[src/rtl/approx_mac_acc.sv]
// approx_mac_acc: accumulates a stream of unsigned 16-bit products from an
// approximate 8x8 multiplier into a dot product.
//
// Ports:
//   clk, rst           clock, synchronous active-high reset
//   p_valid/p_ready    product beat handshake
//   p_data             unsigned 16-bit product
//   p_last             final product of the current dot product
//   acc_valid/ready    result handshake
//   acc_data           accumulated sum (ACC_W bits)
//   acc_cnt            number of products summed (saturates at LEN)
//   acc_ovf            sticky carry-out of the accumulator for this dot product
//
// Optional feature: define ACC_SAT_EN to clamp the sum at 2^ACC_W-1 on
// overflow instead of wrapping modulo 2^ACC_W.
module approx_mac_acc #(
  parameter int unsigned ACC_W = 24,  // 16..32
  parameter int unsigned LEN   = 16   // 1..255
) (
  input  logic             clk,
  input  logic             rst,
  input  logic             p_valid,
  output logic             p_ready,
  input  logic [15:0]      p_data,
  input  logic             p_last,
  output logic             acc_valid,
  input  logic             acc_ready,
  output logic [ACC_W-1:0] acc_data,
  output logic [7:0]       acc_cnt,
  output logic             acc_ovf
);

  typedef enum logic [0:0] {StAccum, StHold} state_e;

  localparam logic [7:0] LenCnt = 8'(LEN);

  state_e           state_q;
  logic [ACC_W-1:0] sum_q;
  logic [7:0]       cnt_q;
  logic             ovf_q;
  logic             p_ready_q;
  logic             acc_valid_q;

  logic [ACC_W:0]   add_full;
  logic             carry;
  logic [ACC_W-1:0] sum_next;
  logic [7:0]       cnt_next;
  logic             accept;
  logic             closing;

  always_comb begin
    add_full = {1'b0, sum_q} + {{(ACC_W + 1 - 16){1'b0}}, p_data};
    carry    = add_full[ACC_W];
`ifdef ACC_SAT_EN
    // Once clamped, further non-negative terms keep the sum at all-ones.
    sum_next = carry ? {ACC_W{1'b1}} : add_full[ACC_W-1:0];
`else
    sum_next = add_full[ACC_W-1:0];
`endif
    cnt_next = cnt_q + 8'd1;
    accept   = p_valid && (state_q == StAccum);
    // Reaching LEN closes the dot product, so the count can never pass LEN.
    closing  = accept && (p_last || (cnt_next == LenCnt));
  end

  always_ff @(posedge clk) begin
    if (rst) begin
      state_q     <= StAccum;
      sum_q       <= '0;
      cnt_q       <= '0;
      ovf_q       <= 1'b0;
      p_ready_q   <= 1'b1;
      acc_valid_q <= 1'b0;
    end else begin
      case (state_q)
        StAccum: begin
          if (accept) begin
            sum_q <= sum_next;
            cnt_q <= cnt_next;
            ovf_q <= ovf_q | carry;
          end
          if (closing) begin
            state_q     <= StHold;
            p_ready_q   <= 1'b0;
            acc_valid_q <= 1'b1;
          end
        end
        StHold: begin
          if (acc_ready) begin
            state_q     <= StAccum;
            sum_q       <= '0;
            cnt_q       <= '0;
            ovf_q       <= 1'b0;
            p_ready_q   <= 1'b1;
            acc_valid_q <= 1'b0;
          end
        end
        default: begin
          state_q <= StAccum;
        end
      endcase
    end
  end

  assign p_ready   = p_ready_q;
  assign acc_valid = acc_valid_q;
  assign acc_data  = sum_q;
  assign acc_cnt   = cnt_q;
  assign acc_ovf   = ovf_q;

endmodule

[config.mk]
export PLATFORM = sky130hd
export DESIGN_NAME = approx_mac_acc
export DESIGN_NICKNAME = d
export VERILOG_FILES = /design/src/rtl/approx_mac_acc.sv
export SDC_FILE = /design/constraint.sdc
export NUM_CORES = 1
export LEC_CHECK = 0
export ABC_AREA = 1
export CAP_MARGIN = 30
export CORE_ASPECT_RATIO = 1.4
export CORE_MARGIN = 5
export CORE_UTILIZATION = 60
export CTS_BUF_LIST = sky130_fd_sc_hd__clkbuf_8
export CTS_CLUSTER_SIZE = 20
export DETAILED_ROUTE_END_ITERATION = 8
export DONT_BUFFER_PORTS = 1
export PLACE_DENSITY = 0.73
export SYNTH_ARGS = -nofsm -noshare
export SYNTH_HDL_FRONTEND = slang
export SYNTH_SLANG_ARGS = --single-unit
[constraint.sdc]
create_clock -name clk -period 2.7 [get_ports clk]
set_clock_uncertainty 0.15 [all_clocks]
set_input_delay 0.54 -clock clk [delete_from_list [all_inputs] [get_ports clk]]
set_output_delay 0.54 -clock clk [all_outputs]
set_load 0.01 [all_outputs]
# After elaboration in Yosys (flattened, before gate mapping)
# Cells that the tools add are included.
[totals]
word_cells = 36
out_inout_bits = 35
in_bits = 21
ff_bits = 36
[classes]
addsub = 2
eq_ne = 4
n_mux = 17
reduce_logical = 5
n_bitwise = 2
[ops]
columns = ["op", "count"]
rows = [
  ["two-way mux 24 bit", 2],
  ["case mux 24 bit (2 select lines)", 1],
  ["adder 24 x 16 -> 25 bit", 1],
  ["two-way mux 8 bit", 2],
  ["case mux 8 bit (2 select lines)", 1],
  ["adder 8 x 1 -> 8 bit, second input constant", 1],
  ["== test 8 x 5 -> 1 bit, second input constant", 1],
  ["case mux 1 bit (2 select lines)", 4],
  ["two-way mux 1 bit", 7],
  ["!= test 2 bit, second input constant", 3],
  ["AND reduction 2 bit", 2],
  ["logical AND 1 bit", 2],
  ["logical OR 1 bit", 1],
  ["inverter 1 bit", 1],
  ["bitwise OR 1 bit", 1],
]

# Logic depth before layout (Yosys ltp)
[depth]
depth_word = 6
ltp_mapped = 13
mapped_depth_nobuf = 13

# Worst setup path after synthesis
# No wires, ideal clock.
[synth_timing]
path_type = "input to register"
startpoint = "input port p_data[0]"
endpoint = "register sum_q[8] (netlist: acc_data[8])"
setup_time_ns = 0.132
setup_slack_ns = 0.565
required_time_ns = 2.418
arrival_ns = 1.853
cell_stages = 10
path_buffers = 0
cell_sequence = "ha_1 > fa_1 > nand2_1 > nand3_1 > and2_4 > nand2_2 > nand2_2 > or2_0 > nand3_1 > a21oi_1"
[synth_via]
elab_chain_cells = 3
[synth_rtl]
columns = ["item", "line", "text"]
rows = [
  ["start: declaration", "24", "input logic [15:0] p_data,"],
  ["adder 24 x 16 -> 25 bit", "52", "add_full = {1'b0, sum_q} + {{(ACC_W + 1 - 16){1'b0}}, p_data};"],
  ["two-way mux 24 bit", "77", "if (accept) begin"],
  ["case mux 24 bit (2 select lines)", "75", "case (state_q)"],
  ["end signal: assignment", "78", "sum_q <= sum_next;"],
  ["end: declaration", "38", "logic [ACC_W-1:0] sum_q;"],
]
# No other way between the ends. The select of a mux whose other input is x is not followed.
# A chain may end at the register's enable or synchronous reset.

# Worst setup path in the final report
[layout_timing]
startpoint = "register sum_q[0] (netlist: acc_data[0])"
endpoint = "register sum_q[20] (netlist: acc_data[20])"
[layout_via]
elab_chain_cells = 3
[layout_rtl]
columns = ["item", "line"]
rows = [
  ["adder 24 x 16 -> 25 bit", "52"],
  ["two-way mux 24 bit", "77"],
  ["case mux 24 bit (2 select lines)", "75"],
]
# No other way between the ends. The select of a mux whose other input is x is not followed.

==> impl_metrics.json <==
{
  "status": "complete, no violations",
  "cts_resized": 0,
  "hold_path_class": "primary input to register",
  "pre_cts_ws_ns": 0.4687,
  "drc": 0,
  "cp-start-kind": "register",
  "gp_congestion": 0.8955,
  "crit_fanout": 5,
  "slew_viol_final": 0,
  "drive_gt1_share_pct": 8.869,
  "synth_edf_count": 0,
  "leakage_uw": 0.001434,
  "viasPerCell": 5.312,
  "crit_arrival_ns": 2.09,
  "p_switching_uw": 512.9,
  "clkTransAtPathRegs_ns": 0.08,
  "crit_required_ns": 2.74,
  "synth.distinct_cells": 39,
  "grt_pass1_vias": 2622,
  "syn_area_sq_um": 2731,
  "routed_wl_microns": 6727,
  "ant_nets": 0,
  "yosysSeqAreaShare_pct": 26.39,
  "power.internal_uw": 974.7,
  "cts_buffers": 5,
  "hold_viol": 0,
  "tightest_slew_ns": 0.6731,
  "cap_violations": 0,
  "grt_util_all_layers_pct": 23.27,
  "h-tree-depth": 2,
  "cellPowerDensity_nw_per_um2": 513.8,
  "portBuffers": 0,
  "post_drt_wl_per_cell_microns": 13.11,
  "synth.avg_cell_area_sq_um": 6.083,
  "cts_hold_buf": 0,
  "netlist_instances": 449,
  "core-area_sq_um": 4463,
  "ys_top_cells_by_area": "dfxtp_1 26%, nand2_1 22%, inv_1 8.8%",
  "post-route-period-util_pct": 76.00,
  "final_nets": 489,
  "dieWidth_microns": 67.03,
  "post_cts_buffers": 0,
  "root_buffer": "clkbuf_8",
  "syn-num-nets": 488,
  "synth_common_cells": "158 x nand2_1, 64 x inv_1, 37 x a21oi_1",
  "synth-async-reset-ratio_pct": 0,
  "slew_headroom_pct": 55.02,
  "rows": 29,
  "cts.path.max_buffers": 2,
  "die_y_microns": 89.83,
  "dieArea_sq_um": 6021,
  "drtIter0Drc": 163,
  "seqPwrFrac_pct": 41.1,
  "clkSinkCount": 36,
  "areaGrowthSynthToFinish_pct": 6.001,
  "setup_ws_ns": 0.6481,
  "worstSetupPathType": "register to register",
  "dp.final_hpwl_microns": 5165,
  "tns_ns": 0,
  "vias": 2725,
  "place_area_sq_um": 2784,
  "fin_area_sq_um": 2895,
  "synth_warnings": 0,
  "grt_pass1_wl_microns": 11340,
  "dr.pass1.iters": 4,
  "setup_violations": 0,
  "synth.top_cell.area_share_pct": 26.39,
  "globalRoute.totalOverflow": 0,
  "grt_max_degree": 29,
  "cts_tree": "built",
  "fmax_mhz": 487.4,
  "synth_flop_cell": "dfxtp_1",
  "io_pins": 56,
  "insertion_delay_ns": 0.29,
  "clockPowerShare_pct": 33.1,
  "yosysTopAreaCell": "dfxtp_1",
  "ys_ff_latch": 36,
  "antenna_found_initial": 0,
  "finalCriticalPeriod_ns": 2.052,
  "rsz0062_at_grt": "no",
  "p_sw_share_pct": 34.48,
  "initial_core_util_pct": 61.20,
  "peakVddDrop_uv": 368.6,
  "pwr-share-comb_pct": 25.8,
  "critPathCaptureType": "register",
  "yosysMostFrequentCell": "nand2_1",
  "antenna_cells": 0
}
metal layers:
metal  GRT usage [%]  wire length, microns
met1           25.43                  2680
met5               0                     0
met3           5.985                   411
met4           7.953                    90
met2           41.76                  3545
worst max-delay path, cell delays in order (launching register included):
cell     delay (ns)
dfxtp_1        0.36
ha_1           0.22
fa_1           0.44
nand2_1        0.09
nand3_1        0.08
and2_4         0.16
nand2_2        0.06
nand2_2        0.06
nand2_2        0.07
nand2_4        0.06
nand2_1        0.06
nand2_1        0.04
nand2_1        0.07
nor2_2         0.03
registers in the layout, indices dropped and copies added, names as in the netlist:
| name | flops |
|---|---|
| acc_cnt | 8 |
| acc_data | 24 |
| acc_ovf | 1 |
| acc_valid | 1 |
| p_ready | 1 |
| state_q | 1 |
worst paths after layout:
check / start / to / slack (ns) / cells past startpoint
min reg2reg: state_q / state_q / 0.35 / 2
max: acc_data[0] / acc_data[20] / 0.65 / 13
min: rst / state_q / 0.16 / 1
max reg2reg: acc_data[0] / acc_data[20] / 0.65 / 13
metrics by stage:
stage | power (uW) | hold WS (ns) | util (%) | instances
after floorplan | 932.2 | 0.3194 | - | 449
after global placement | 999.6 | 0.3317 | 62.38 | 505
after detailed placement | 1008 | 0.3375 | 62.38 | 505
after CTS | 1502 | 0.1468 | 64.87 | 513
after global routing | 1589 | 0.1406 | 64.87 | 513
final | 1488 | 0.1579 | 64.87 | 513
power by group through the flow:
stage               Clock, uW  Sequential [uW]  Combinational (uW)
floorplan                   0              615                 317
global route              527              617                 445
CTS                       505              612                 385
global placement            0              624                 376
detailed placement          0              625                 383
finish                    492              611                 385
cell usage in the layout, fill, tap and decap left out, types with 3 or more instances in the layout:
cell type  Yosys  routed
nor3_1         5       5
clkbuf_8       0       5
o21ai_0        7       7
ha_1          17      17
inv_1         64      64
nand2_1      158     158
nand2_2       10      10
nand3_1       35      35
nand4_1        4       4
nand3b_1       4       4
nor2_1        29      29
or2_2          3       3
nor2_2         5       5
dfxtp_1       36      36
and2_1         3       3
a21oi_1       37      37
area by class of cell:
type,count,area [sq um]
multi-input combinational,340,1727
clock inverter,3,42.54
timing repair buffer,2,15.01
inverter,65,244.0
sequential,36,720.7
fill,448,1568
tap,62,77.57
clock buffer,5,68.82
cell families after synthesis:
kind of cell | after synthesis | share of synthesized area [%]
and+or+nand+nor | 265 | 42.79
buffers and inverters | 73 | 10.40
AOI/OAI and AO/OA | 55 | 11.27
DFF | 36 | 26.39
adders and majority gates | 18 | 8.520
xor gates and xnor gates | 2 | 0.6414
Note: power is estimated with default switching activity, not from simulation.
